File: src/rtl/memory_access_if.sv
// Data-memory port of the M stage: request/grant for the command phase and
// rvalid for load data returning in a later cycle.
interface memory_access_if;
    logic        req;
    logic        we;
    logic [31:0] addr;
    logic [3:0]  be;
    logic [31:0] wdata;
    logic        gnt;
    logic        rvalid;
    logic [31:0] rdata;

    modport master (
        output req, we, addr, be, wdata,
        input  gnt, rvalid, rdata
    );

    modport slave (
        input  req, we, addr, be, wdata,
        output gnt, rvalid, rdata
    );
endinterface

File: src/rtl/memory_access.sv
// M stage of the RV32IM pipeline: issues one load/store per instruction,
// aligns load data and presents the register writeback for loads and ALU ops.
module memory_access (
    input  logic            clk,
    input  logic            reset,
    input  logic [3:0]      minst,
    input  logic            rdm_v,
    input  logic [4:0]      rd,
    input  logic [31:0]     rd_data,
    input  logic [31:0]     rs2_data,
    output logic            mem_stall,
    memory_access_if.master dmem,
    output logic            wb_v,
    output logic [4:0]      wb_rd,
    output logic [31:0]     wb_data,
    output logic            mem_err
);
    typedef enum logic [1:0] {IDLE, REQ, RESP} state_t;

    state_t      state_reg;
    logic [3:0]  minst_reg;
    logic        rdm_v_reg;
    logic [4:0]  rd_reg;
    logic [31:0] addr_reg;
    logic [31:0] rs2_reg;
    logic        m_valid_reg;
    logic        err_reg;

    // Decode of the incoming command, used only at the capture edge.
    logic       is_mem_in;
    logic [2:0] f3_in;
    logic       legal_in;
    logic       misalign_in;
    logic       ok_in;

    always_comb begin
        is_mem_in = (minst[3:2] != 2'b11);
        f3_in     = minst[2:0];
        legal_in  = is_mem_in &&
                    ((f3_in == 3'b000) || (f3_in == 3'b001) || (f3_in == 3'b010) ||
                     (!minst[3] && ((f3_in == 3'b100) || (f3_in == 3'b101))));
        misalign_in = ((f3_in[1:0] == 2'b01) && rd_data[0]) ||
                      ((f3_in[1:0] == 2'b10) && (rd_data[1:0] != 2'b00));
        ok_in = legal_in && !misalign_in;
    end

    logic       is_store;
    logic [2:0] f3;
    logic [1:0] lane;
    logic       in_req;
    logic       in_resp;

    assign is_store = minst_reg[3];
    assign f3       = minst_reg[2:0];
    assign lane     = addr_reg[1:0];
    assign in_req   = (state_reg == REQ);
    assign in_resp  = (state_reg == RESP);

    // A completing store or load does not stall, so the next command is
    // captured on the same edge that retires this one.
    assign mem_stall = (in_req && !(dmem.gnt && is_store)) ||
                       (in_resp && !dmem.rvalid);

    always_ff @(posedge clk or negedge reset) begin
        if (!reset) begin
            state_reg   <= IDLE;
            minst_reg   <= 4'd0;
            rdm_v_reg   <= 1'b0;
            rd_reg      <= 5'd0;
            addr_reg    <= 32'd0;
            rs2_reg     <= 32'd0;
            m_valid_reg <= 1'b0;
            err_reg     <= 1'b0;
        end else if (!mem_stall) begin
            minst_reg   <= minst;
            rdm_v_reg   <= rdm_v;
            rd_reg      <= rd;
            addr_reg    <= rd_data;
            rs2_reg     <= rs2_data;
            m_valid_reg <= is_mem_in || rdm_v;
            err_reg     <= is_mem_in && !ok_in;
            state_reg   <= ok_in ? REQ : IDLE;
        end else begin
            err_reg <= 1'b0;
            if (in_req && dmem.gnt) begin
                state_reg <= RESP;
            end
        end
    end

    // Bus command is held stable for the whole REQ phase and zero otherwise.
    logic [3:0]  be_raw;
    logic [31:0] wdata_raw;

    always_comb begin
        be_raw    = 4'b1111;
        wdata_raw = rs2_reg;
        if (is_store) begin
            case (f3[1:0])
                2'b00: begin
                    be_raw    = 4'b0001 << lane;
                    wdata_raw = {4{rs2_reg[7:0]}};
                end
                2'b01: begin
                    be_raw    = 4'b0011 << lane;
                    wdata_raw = {2{rs2_reg[15:0]}};
                end
                default: begin
                    be_raw    = 4'b1111;
                    wdata_raw = rs2_reg;
                end
            endcase
        end
    end

    assign dmem.req   = in_req;
    assign dmem.we    = in_req && is_store;
    assign dmem.addr  = in_req ? {addr_reg[31:2], 2'b00} : 32'd0;
    assign dmem.be    = in_req ? be_raw : 4'd0;
    assign dmem.wdata = (in_req && is_store) ? wdata_raw : 32'd0;

    logic [7:0] rbyte [4];

    generate
        for (genvar gi = 0; gi < 4; gi++) begin : g_lane
            assign rbyte[gi] = dmem.rdata[8*gi +: 8];
        end
    endgenerate

    logic [7:0]  sel_byte;
    logic [15:0] sel_half;
    logic [31:0] load_data;

    always_comb begin
        sel_byte = rbyte[lane];
        sel_half = lane[1] ? {rbyte[3], rbyte[2]} : {rbyte[1], rbyte[0]};
        case (f3)
            3'b000:  load_data = {{24{sel_byte[7]}}, sel_byte};
            3'b001:  load_data = {{16{sel_half[15]}}, sel_half};
            3'b100:  load_data = {24'd0, sel_byte};
            3'b101:  load_data = {16'd0, sel_half};
            default: load_data = dmem.rdata;
        endcase
    end

    // A non-memory op sits in IDLE for exactly one cycle after capture, so
    // its writeback is naturally a single-cycle pulse.
    logic alu_wb;
    logic load_done;

    assign alu_wb    = m_valid_reg && rdm_v_reg && (minst_reg[3:2] == 2'b11);
    assign load_done = in_resp && dmem.rvalid;

    assign wb_v    = alu_wb || (load_done && rdm_v_reg);
    assign wb_rd   = rd_reg;
    assign wb_data = load_done ? load_data : (alu_wb ? addr_reg : 32'd0);
    assign mem_err = err_reg;
endmodule

File: src/flat_wrapper.sv
// flat-port wrapper written by rule: the top's interface ports become plain ports
module memory_access_flat 
  (clk, reset, minst, rdm_v, rd, rd_data, rs2_data, mem_stall, wb_v, wb_rd, wb_data, mem_err, dmem_req, dmem_we, dmem_addr, dmem_be, dmem_wdata, dmem_gnt, dmem_rvalid, dmem_rdata);
  memory_access_if dmem_i ();
  input  logic clk;
  input  logic reset;
  input  logic [3:0] minst;
  input  logic rdm_v;
  input  logic [4:0] rd;
  input  logic [31:0] rd_data;
  input  logic [31:0] rs2_data;
  output logic mem_stall;
  output logic wb_v;
  output logic [4:0] wb_rd;
  output logic [31:0] wb_data;
  output logic mem_err;
  output wire logic [$bits(dmem_i.req)-1:0] dmem_req;
  output wire logic [$bits(dmem_i.we)-1:0] dmem_we;
  output wire logic [$bits(dmem_i.addr)-1:0] dmem_addr;
  output wire logic [$bits(dmem_i.be)-1:0] dmem_be;
  output wire logic [$bits(dmem_i.wdata)-1:0] dmem_wdata;
  input wire logic [$bits(dmem_i.gnt)-1:0] dmem_gnt;
  input wire logic [$bits(dmem_i.rvalid)-1:0] dmem_rvalid;
  input wire logic [$bits(dmem_i.rdata)-1:0] dmem_rdata;
  assign dmem_req = dmem_i.req;
  assign dmem_we = dmem_i.we;
  assign dmem_addr = dmem_i.addr;
  assign dmem_be = dmem_i.be;
  assign dmem_wdata = dmem_i.wdata;
  assign dmem_i.gnt = dmem_gnt;
  assign dmem_i.rvalid = dmem_rvalid;
  assign dmem_i.rdata = dmem_rdata;
  memory_access u_core (.clk(clk), .reset(reset), .minst(minst), .rdm_v(rdm_v), .rd(rd), .rd_data(rd_data), .rs2_data(rs2_data), .mem_stall(mem_stall), .dmem(dmem_i), .wb_v(wb_v), .wb_rd(wb_rd), .wb_data(wb_data), .mem_err(mem_err));
endmodule
File: config.mk
export PLATFORM = sky130hd
export DESIGN_NAME = memory_access_flat
export DESIGN_NICKNAME = d
export VERILOG_FILES = /design/src/rtl/memory_access_if.sv /design/src/rtl/memory_access.sv /design/src/flat_wrapper.sv
export SDC_FILE = /design/constraint.sdc
export NUM_CORES = 1
export LEC_CHECK = 0
export CELL_PAD_IN_SITES_DETAIL_PLACEMENT = 1
export CELL_PAD_IN_SITES_GLOBAL_PLACEMENT = 1
export CORE_MARGIN = 8
export CORE_UTILIZATION = 30
export CTS_CLUSTER_SIZE = 20
export DETAILED_ROUTE_END_ITERATION = 8
export MAX_ROUTING_LAYER = met4
export PLACE_DENSITY_LB_ADDON = 0.1
export SKIP_CTS_REPAIR_TIMING = 1
export SLEW_MARGIN = 10
export SYNTH_ARGS = -nofsm -noshare
export SYNTH_HDL_FRONTEND = slang
export SYNTH_SLANG_ARGS = --single-unit
File: constraint.sdc
create_clock -name clk -period 1.8 [get_ports clk]
set_input_delay 0.18 -clock clk [delete_from_list [all_inputs] [get_ports clk]]
set_output_delay 0.18 -clock clk [all_outputs]
set_load 0.05 [all_outputs]
# Word-level counts from Yosys, hierarchy flattened
# Index checks and enable logic that the tools add are counted.
[totals]
register_bits = 78
inputBits = 110
output_inout_bits = 110
word_cells = 77
[op_classes]
n_lt_le_gt_ge = 1
eq_ne = 15
n_shift = 2
muxes = 18
bitwise = 1
reduce_logical = 32
[op_table]
columns = ["operator", "count"]
rows = [
  ["2-to-1 mux 32 bit", 5],
  ["case mux 32 bit (4 select lines)", 1],
  ["case mux 32 bit (2 select lines)", 1],
  ["binary-select mux 8 bit (select 2 bit)", 1],
  ["2-to-1 mux 16 bit", 1],
  ["2-to-1 mux 8 bit", 2],
  ["logical AND 1 bit", 15],
  ["equality test 3 bit, second input constant", 4],
  ["logical OR 1 bit", 8],
  ["2-to-1 mux 4 bit", 2],
  ["case mux 4 bit (2 select lines)", 1],
  ["equality test 2 x 1 -> 1 bit, second input constant", 3],
  ["equality test 2 bit, second input constant", 3],
  ["equality test 3 x 1 -> 1 bit, second input constant", 2],
  ["zero test 3 bit", 2],
  ["zero test 1 bit", 5],
  ["2-to-1 mux 2 bit", 2],
  ["<< shifter 1 x 2 -> 4 bit, first input constant", 1],
  ["<< shifter 2 x 2 -> 4 bit, first input constant", 1],
  ["equality test 3 x 2 -> 1 bit, second input constant", 1],
  [">= comparator 3 bit, second input constant", 1],
  ["inverter 2 -> 3 bit", 1],
  ["zero test 2 bit", 1],
  ["2-to-1 mux 1 bit", 2],
  ["3 further kinds", 3],
]

# Depth between registers and ports, before layout
[logic_depth]
ltp_word = 9
depth_mapped = 7

# Least setup slack after synthesis
# Ideal clock, no wire load.
[synth_timing]
kind = "reg-to-output"
startpoint = "register u_core.minst_reg[0]"
endpoint = "output port wb_data[0]"
arrival_time_ns = 2.257
setup_slack_ns = -0.637
path_stages_with_launch = 6
cell_sequence = "dfrtp_1 -> buf_2 -> nor2_2 -> nand2_1 -> a2bb2oi_1 -> o21ai_0"
[synth_via]
elab_chain_len = 3
word_cells_on_any_way = 6
[synth_rtl]
columns = ["element", "line_no", "rtl"]
rows = [
  ["from (decl)", "memory_access.sv:21", "logic [3:0] minst_reg;"],
  ["from (signal assigned)", "memory_access.sv:75", "minst_reg <= minst;"],
  ["equality test 3 bit, or another cell as far along", "memory_access.sv:137", "case (f3)"],
  ["case mux 32 bit (4 select lines) (*)", "memory_access.sv:137", ""],
  ["2-to-1 mux 32 bit (*)", "memory_access.sv:156", "assign wb_data = load_done ? load_data : (alu_wb ? addr_reg : 32'd0);"],
  ["to (decl)", "flat_wrapper.sv:15", "output logic [31:0] wb_data;"],
]
# Mark *: on every way between the ends. The rest lies on a longest branch, timed or not.

# Worst setup path in the final report
[layout_timing]
startpoint = "register u_core.addr_reg[1]"
endpoint = "output port wb_data[13]"
[layout_via]
elab_chain_len = 6
word_cells_on_any_way = 7
[layout_rtl]
columns = ["element", "line_no", "rtl"]
rows = [
  ["from (decl)", "memory_access.sv:24", "logic [31:0] addr_reg;"],
  ["from (signal assigned)", "memory_access.sv:78", "addr_reg <= rd_data;"],
  ["inverter 2 -> 3 bit (implied by the code)", "memory_access.sv:135", "sel_byte = rbyte[lane];"],
  ["binary-select mux 8 bit (select 2 bit)", "memory_access.sv:135", ""],
  ["2-to-1 mux 8 bit (implied by the code) (2 in a row)", "memory_access.sv:135", ""],
  ["case mux 32 bit (4 select lines) (*)", "memory_access.sv:137", ""],
  ["2-to-1 mux 32 bit (*)", "memory_access.sv:156", ""],
]
# Mark *: on every way between the ends. The rest lies on a longest branch, timed or not. The select of a mux whose other input is x is not followed.

==> out/qor.log <==
[synth] post-synth top area share 41.9%
[timing] Slew @ Worst Pin 0.574 ns
[die] die footprint 0.0198 mm^2
[setup_path] slack of the worst reg-to-reg path -0.02 ns
[route] Final Routed Wirelength 22500 um
[timing] Max transition margin 61.8%
[timing] post-route worst setup slack -0.345 ns
[flow_run] Maximum Capacitance Violations 0
[timing] post-route fraction of the period consumed by the critical path 119%
[setup_path] largest delay contributor family on the critical path multiplexers
[clock_network] Reg clk slew, reported paths 0.06 ns
[synth] post-synthesis cell area 0.00465 mm^2
[setup_path] number of buffer and inverter stages on the critical path 2
[synth] Avg Inst Size Synth 10.1 um^2
[synth] most repeated cell in the gate-level netlist after synthesis sky130_fd_sc_hd__dfrtp_1
[power] areal power density over the cells 2040 mW/mm^2
[route] number of DRC violations after detailed routing 0
[placed_design] post-detail-place hpwl 15900 um
[synth] fraction of registers with async set/reset 100%
[global_route] sum of overflow across all layers after global routing 0
[power] Pleak 0.00392 uW
[setup_path] largest fanout of any net on the critical path 8
[global_route] vias in the first global route 5035
[cells_and_area] Layout Area Growth over Synthesis 109%
[power] worst vdd ir 1.32 mV
[setup_path] worst r2r path cells 7
[synth] top area cells in the synthesized netlist sky130_fd_sc_hd__dfrtp_1 (42%), sky130_fd_sc_hd__mux2_2 (16%), sky130_fd_sc_hd__mux2i_1 (4.9%), sky130_fd_sc_hd__and2_1 (4.3%), sky130_fd_sc_hd__nand2_1 (3.9%)
[setup_path] CP Data Arrival Time 1.97 ns
[global_route] maximum number of pins on one net before global-route repair 45
[timing] achievable clock frequency 0.466 GHz
[placed_design] port buffer count 217
[synth] Synth Flop Type sky130_fd_sc_hd__dfrtp_1
[worst_hold_path] worst min-delay path category input pin to async pin
[synth] ranking of synthesized cells by instance count sky130_fd_sc_hd__dfrtp_1 (78), sky130_fd_sc_hd__mux2_2 (67), sky130_fd_sc_hd__nand2_1 (48), sky130_fd_sc_hd__and2_1 (32)
[setup_path] CP Capture Type output port
[placed_design] Placer Congestion 0.839
[clock_network] number of clock sinks seen by CTS 78
[clock_network] clock tree from TritonCTS yes
[die] starting density of the core 30.6%
[setup_path] CP required 1.62 ns
[die] width of the die 141 um
[timing] number of max-slew violations in the final report 0
[timing] final count of negative-setup-slack endpoints 55
[run_status] violated checks setup timing
[synth] sequential element share of the synthesized area 41.9%
[synth] Warnings, synthesis 0
[placed_design] worst slack at placement -0.287 ns
[route] Iteration-0 DRC Markers 167
[synth] number of synthesized flops with an enable pin 0
[die] num rows 45
[cells_and_area] Final Net Count 827
[die] DIE HEIGHT 141 um
[global_route] global-route wire length before repair 31000 um
[global_route] number of antenna violations at the first check in global routing 1
[clock_network] insertion delay of the later-clocked pin in the worst-skew pair 0.35 ns
[setup_path] critical path's largest stage delay 0.57 ns
[timing] shortest period the worst path allows 2.15 ns
[setup_path] Crit Path Category flop to output port
[cells_and_area] share of post-route cells with drive strength above 1 55.9%
[setup_path] cell with the largest stage delay on the worst path sky130_fd_sc_hd__mux4_2
[synth] number of library cell types mapped by synthesis 43
[setup_path] critical path launch point type flop
[run_status] outcome finished with violations
[global_route] global router's overall resource usage 21.0%
[clock_network] buffer depth of the longest clock path 2
[setup_path] Crit Reg-Reg Startpoint u_core.state_reg[0]
[synth] post-synthesis register bit count 78
[clock_network] root buffer selected by CTS sky130_fd_sc_hd__clkbuf_16
[clock_network] Inserted Clock Buffers 9
[clock_network] H-tree depth reported by CTS 3
[timing] Clock Skew 0.00566 ns
[setup_path] RR Endpoint u_core.rs2_reg[8]
[route] Detailed Routing Iterations Pass 1 7
[timing] number of hold violations in the final report 0
[route] antenna violation net count after detailed routing 0
[route] mean routed wirelength per cell 24.7 um
[route] DR vias 4827
[route] via density per instance 5.30
[setup_path] critical path, cell by cell mux4_2 > a21oi_4 > buf_12 > a41oi_2 > buf_6
[timing] hold slack final 0.360 ns
[die] IO Count 220
[timing] unrepaired setup endpoints after global routing true
[synth] number of instances in the synthesized netlist 460
[die] area of the placeable core 0.0152 mm^2
[synth] cell taking the most area after synthesis sky130_fd_sc_hd__dfrtp_1
## cell usage in the layout (no fill, tap or decap), drive strengths merged, types with 2 or more instances in the layout
cell type / n
bufinv: 3
dfrtp: 78
clkdlybuf4s50: 114
a32oi: 7
buf: 163
a22oi: 17
and2: 32
mux4: 2
conb: 2
clkinv: 2
mux2i: 23
nand2: 48
nand3: 8
nand3b: 8
inv: 6
a21oi: 33
nor2b: 5
clkbuf: 15
nor2: 32
a41oi: 7
nand2b: 2
o21ai: 10
mux2: 73
a2bb2oi: 7
and3: 9
## stage by stage
stage               power (uW)  utilization, %  instances  setup TNS (ns)  area (um^2)
global placement         15100            54.4        872           -4.31         8260
global route             20600            64.1        910          -14.28         9750
finish                   19900            64.1        910          -10.31         9750
CTS                      17500            56.6        887          -27.03         8600
detailed placement       15300            54.4        872           -6.09         8260
floorplan                 9710               -        461           -6.33         4750
## worst max-delay path by stage
stage	start	to	slack, ns	cells past startpoint
after CTS	u_core.minst_reg[0]	wb_data[2]	-0.44	7
after floorplan	u_core.minst_reg[0]	wb_data[0]	-0.26	5
after global placement	dmem_rdata[23]	wb_data[9]	-0.23	6
after detailed placement	dmem_rdata[23]	wb_data[13]	-0.29	6
after global routing	u_core.state_reg[0]	wb_data[7]	-0.42	6
final	u_core.addr_reg[1]	wb_data[13]	-0.35	5
## routing by layer
metal  track usage (%)  wire, um  vias up
met3              4.04       979       28
met1              26.0      9680     2489
met2              34.0     11500      148
met4              6.56       394        0
met5                 -         0        -
li1                  -         -     2162
## power breakdown
group | leakage [uW] | internal, uW | switching [uW]
sequential | 0.000905 | 2540 | 868
clock | 0.000161 | 1350 | 785
combinational | 0.00286 | 6760 | 7560
## logic make-up after synthesis
logic type / share of synthesized area (%)
AND/OR/NAND/NOR: 16.1
flip-flops: 41.9
other: 0.0806
buffers and inverters: 5.51
multiplexers: 23.6
AO/OA/AOI/OAI: 12.8
## layout make-up
cell class                 instances  area [um^2]
tap                              188          235
clock buffer                       9          225
fill                            1467         5450
inverter                           6         30.0
timing repair buffer             284         3930
sequential                        78         1960
clock inverter                     6          111
antenna                            1         2.50
multi-input combinational        338         3250
## worst register-to-register path, stage by stage, from the launching register on
cell	delay [ns]
sky130_fd_sc_hd__dfrtp_1	0.40
sky130_fd_sc_hd__buf_6	0.14
sky130_fd_sc_hd__nand2b_4	0.09
sky130_fd_sc_hd__inv_8	0.06
sky130_fd_sc_hd__a21oi_4	0.23
sky130_fd_sc_hd__buf_8	0.19
sky130_fd_sc_hd__clkbuf_16	0.23
sky130_fd_sc_hd__mux2_2	0.36
No activity file was read; power rests on OpenSTA's default activity.
==> variant 1, RTL diff (same settings) <==
The 3 states of `state_t` get a one-hot encoding in 3 bits.
--- a/src/rtl/memory_access.sv
+++ b/src/rtl/memory_access.sv
@@ -15,7 +15,7 @@
     output logic [31:0]     wb_data,
     output logic            mem_err
 );
-    typedef enum logic [1:0] {IDLE, REQ, RESP} state_t;
+    typedef enum logic [2:0] {IDLE = 3'b001, REQ = 3'b010, RESP = 3'b100} state_t;
 
     state_t      state_reg;
     logic [3:0]  minst_reg;
Formal check against the unedited RTL: no difference found for any inputs over 10 cycles, from zero or initial values and one cycle with reset low; not proved beyond that.
==> variant 1 against the unedited design <==
Sequential cell count increased by 1; critical path depth up 2; synthesized area is 2.4% higher; non-clock buffer count up 28; wire length rose by 17%; critical endpoint is now wb_data[15]; design area rose by 4.3%; first-iteration DRC count rose by 80%; largest cell class unchanged; fmax is 6.3% lower; setup slack got worse by 140 ps; the run still ends with setup timing left.
Power is not compared: it rests on default switching activity, and its combinational part moved more than twofold at a synthesized area within 25%.
==> variant 1: results (changes against the unedited design) <==
| Metric | Value |
|---|---|
| Final setup viols | `151 (was 55)` |
| Worst slew pin tran | `648 ps (was 574 ps)` |
| Wl on met1 | `10.4 mm (was 9.68 mm)` |
| Worst reg2reg startpoint | `u_core.state_reg[1]$_DFFE_PN0P_ (was u_core.state_reg[0]$_DFFE_PN0P_)` |
| Cell variety after synth | `47 (was 43)` |
| Length of routed met2 wiring | `13.7 mm (was 11.5 mm)` |
| Syn Area/Cell | `10.5 um^2 (was 10.1 um^2)` |
| Synth Area in Compound Gates | `0.145 (was 0.128)` |
| Post-DP HPWL | `16.2 mm (was 15.9 mm)` |
| Largest net degree at the start of global routing | `48 (was 45)` |
| Met3 GRT Util | `0.0523 (was 0.0404)` |
| Inst Count DP | `899 (was 872)` |
| Worst slack at placement | `-667 ps (was -287 ps)` |
| Fin Hold WS | `351 ps (was 360 ps)` |
| Non-filler cells, final | `961 (was 910)` |
| Sequential-to-total area share from yosys stat | `0.415 (was 0.419)` |
| R2R Path End | `u_core.minst_reg[2]$_DFFE_PN0P_ (was u_core.rs2_reg[8]$_DFFE_PN0P_)` |
| Commonest cells post-synth | `dfrtp_1, mux2_2, nand2_1 (unchanged)` |
| Routed wire length | `26.3 mm (was 22.5 mm)` |
| Vias in the first global route | `5,270 (was 5,035)` |
| Layout cells sized above 1 | `0.595 (was 0.559)` |
| Status | `finished with violations (unchanged)` |
| Antenna violations before repair | `2 (was 1)` |
| Met3 wire length | `1.54 mm (was 979 um)` |
| Failing checks | `setup timing (unchanged)` |
| Worst EP arrival | `2110 ps (was 1970 ps)` |
| GRT Overall Usage | `0.210 (about the same)` |
| CP top delay family | `compound AO/OA/AOI/OAI gates (was multiplexers)` |
| Crit path to | `wb_data[15] (was wb_data[13])` |
| First-pass GRT wire length | `31.5 mm (was 31.0 mm)` |
| DRT iter0 DRCs | `301 (was 167)` |
| Mux cell area share after synthesis | `0.240 (was 0.236)` |
| DR vias/cell | `5.32 (was 5.30)` |
| Clock skew | `4.83 ps (was 5.66 ps)` |
| Worst Setup Slack, final | `-488 ps (was -345 ps)` |
| Met2 Resource Use GR | `0.354 (was 0.340)` |
| Post-DP Area | `8480 um^2 (was 8260 um^2)` |
variant 1: changes by cell type after synthesis, sizes merged, moves of 6 or more:
cell,change
a32oi,-7
a221o,+16
a2bb2oi,-7
o221ai,+6
a22oi,-10
a41oi,-7
mux2i,-12
a22o,+7
a21oi,+8
nand3,-7
variant 1: power groups by stage:
stage	clock, mW	combinational [mW]	sequential [mW]
after detailed placement	0	2.49	2.14
final	1.73	3.17	2.15
after floorplan	0	1.27	2.13
after global routing	1.82	3.30	2.17
after CTS	1.77	2.50	2.11
after global placement	0	2.45	2.12
variant 1: layout make-up:
class	count	area, um^2
fillers	1520	5540
repair buffers	312	4320
multi-input cells	330	3290
flip-flops and latches	79	1980
well taps	216	270
clock buffers	13	250
inverters	6	35.0
clock inverters	3	18.8
diodes	2	5.00
variant 1: worst min-delay path, cell delays in order:
cell and delay, ps:
dlygate4sd3_1 530, buf_4 120, buf_12 250
==> variant 2, RTL diff (same settings) <==
Made on the original files. Make the reset (`reset`) synchronous in one clocked block.
--- a/src/rtl/memory_access.sv
+++ b/src/rtl/memory_access.sv
@@ -61,7 +61,7 @@
     assign mem_stall = (in_req && !(dmem.gnt && is_store)) ||
                        (in_resp && !dmem.rvalid);
 
-    always_ff @(posedge clk or negedge reset) begin
+    always_ff @(posedge clk) begin
         if (!reset) begin
             state_reg   <= IDLE;
             minst_reg   <= 4'd0;
Behaviour: differs if reset is asserted again (counterexample within 4 cycles, from zero or initial values and one cycle with reset low); with reset held inactive, the same outputs for 10 cycles.
==> variant 2 against the unedited design <==
The flow still finishes with violations (setup timing); wire length up 9.7%; sequential cell count unchanged; setup slack better by 36 ps; synthesized cell count up 45%; first-iteration DRC count up 30%; synthesized area up 2.2%; via count up 22%; cell count up 25%; design area up 2.3%; non-clock buffer count up 11; largest cell class unchanged.
Power is left out: it rests on default switching activity, and per cell area and clock period it moved more than threefold.
==> variant 2: results (changes against the unedited design) <==
| Metric | Value |
|---|---|
| Signal buffers | `295 (was 284)` |
| Wl on met1 | `9.42 mm (was 9.68 mm)` |
| Post-DP HPWL | `17.9 mm (was 15.9 mm)` |
| Ranking of synthesized cells by area | `dfxtp_1, nand2_1, a21boi_1 (was dfrtp_1, mux2_2, mux2i_1)` |
| Multi-In Gates | `521 (was 338)` |
| Worst Setup Slack, final | `-309 ps (was -345 ps)` |
| CP Launch Point | `u_core.addr_reg[1]$_SDFFE_PN0N_ (was u_core.addr_reg[1]$_DFFE_PN0P_)` |
| Clock skew | `5.73 ps (was 5.66 ps)` |
| Vias in the first global route | `6,065 (was 5,035)` |
| Sequential-to-total area share from yosys stat | `0.328 (was 0.419)` |
| FF-to-FF path depth | `8 (was 7)` |
| Cell variety after synth | `44 (was 43)` |
| Main synth FF type | `dfxtp_1 (was dfrtp_1)` |
| Worst slew pin tran | `520 ps (was 574 ps)` |
| FFs w/ async S/R, synth | `0 (was 1.00)` |
| Met3 wire length | `1.37 mm (was 979 um)` |
| DRT iter0 DRCs | `217 (was 167)` |
| Multi-input gate area | `3790 um^2 (was 3250 um^2)` |
| CP max stage cell | `dfxtp_4 (was mux4_2)` |
| Status | `finished with violations (unchanged)` |
| Commonest cells post-synth | `nand2_1, dfxtp_1, a21oi_1 (was dfrtp_1, mux2_2, nand2_1)` |
| Worst reg2reg setup slack | `40 ps (was -20 ps)` |
| Gpl congestion | `0.859 (was 0.839)` |
| Max stage delay on crit path | `380 ps (was 570 ps)` |
| Failing checks | `setup timing (unchanged)` |
| Count leader, synth | `nand2_1 (was dfrtp_1)` |
| DR WL/cell | `21.7 um (was 24.7 um)` |
| Inverters | `13 (was 6)` |
| Antenna diode count | `0 (was 1)` |
| Final #Nets | `1,028 (was 827)` |
| Hold Path Class | `primary input to flip-flop (was primary input to asynchronous set/reset pin)` |
| Worst reg2reg startpoint | `u_core.state_reg[0]$_SDFFE_PN0P_ (was u_core.state_reg[0]$_DFFE_PN0P_)` |
| Worst slack at placement | `-265 ps (was -287 ps)` |
| Clock buffers and inverters, area share | `0.0295 (was 0.0345)` |
| NonClk Buf Share | `0.398 (was 0.404)` |
| Met3 GRT Util | `0.0544 (was 0.0404)` |
| Largest net degree at the start of global routing | `54 (was 45)` |
| R2R Path End | `u_core.addr_reg[1]$_SDFFE_PN0N_ (was u_core.rs2_reg[8]$_DFFE_PN0P_)` |
| Layout cells sized above 1 | `0.361 (was 0.559)` |
| Crit path to | `wb_data[8] (was wb_data[13])` |
| Final setup viols | `47 (was 55)` |
| GRT Overall Usage | `0.229 (was 0.210)` |
| Clock Buffer Count | `11 (was 9)` |
| First-pass GRT wire length | `34.5 mm (was 31.0 mm)` |
| Met1 Use GR | `0.240 (was 0.260)` |
variant 2: cell types whose count changed in the layout (fill, tap and decap cells not counted), moves of 15 or more:
cell | before | now
a21boi_1 | 0 | 41
a21boi_0 | 0 | 33
mux2_2 | 66 | 0
a21oi_4 | 9 | 24
dfrtp_1 | 73 | 0
dfxtp_1 | 0 | 71
nand2_1 | 20 | 168
variant 2: worst min path at each step:
stage	from	endpoint	slack [ps]
2_1_floorplan	rs2_data[16]	u_core.rs2_reg[16]$_SDFFE_PN0N_	310
3_3_place_gp	u_core.wb_rd[4]$_SDFFE_PN0N_	u_core.wb_rd[4]$_SDFFE_PN0N_	440
3_5_place_dp	u_core.rs2_reg[16]$_SDFFE_PN0N_	u_core.rs2_reg[16]$_SDFFE_PN0N_	450
4_1_cts	reset	u_core.addr_reg[4]$_SDFFE_PN0N_	330
5_1_grt	reset	u_core.addr_reg[22]$_SDFFE_PN0N_	350
6_report	reset	u_core.addr_reg[24]$_SDFFE_PN0N_	340
variant 2: cell families (layout without fill, tap and decap cells):
family                 count (synthesis)  after routing  share of synthesized area
buffers and inverters                 71            324                     0.0745
multiplexers                          13             13                     0.0276
other                                  1              2                   0.000789
AO/OA/AOI/OAI                        198            198                      0.286
flip-flops                            78             78                      0.328
AND/OR/NAND/NOR                      307            308                      0.283
variant 2: metrics by stage:
step,std cells,hold WS [ps],area [um^2],TNS [ps]
final,1139,335,9970,-8910
after global routing,1139,355,9970,-13230
after CTS,1119,332,9070,-20810
after detailed placement,1103,446,8780,-5580
after global placement,1103,443,8780,-4400
after floorplan,669,315,5270,-4330
variant 2: critical path, delay by kind of cell, from the launching register on:
kind	cells	cell delay, ps
buf+inv	3	490
compound gates	2	320
mux	2	390
flops	1	380
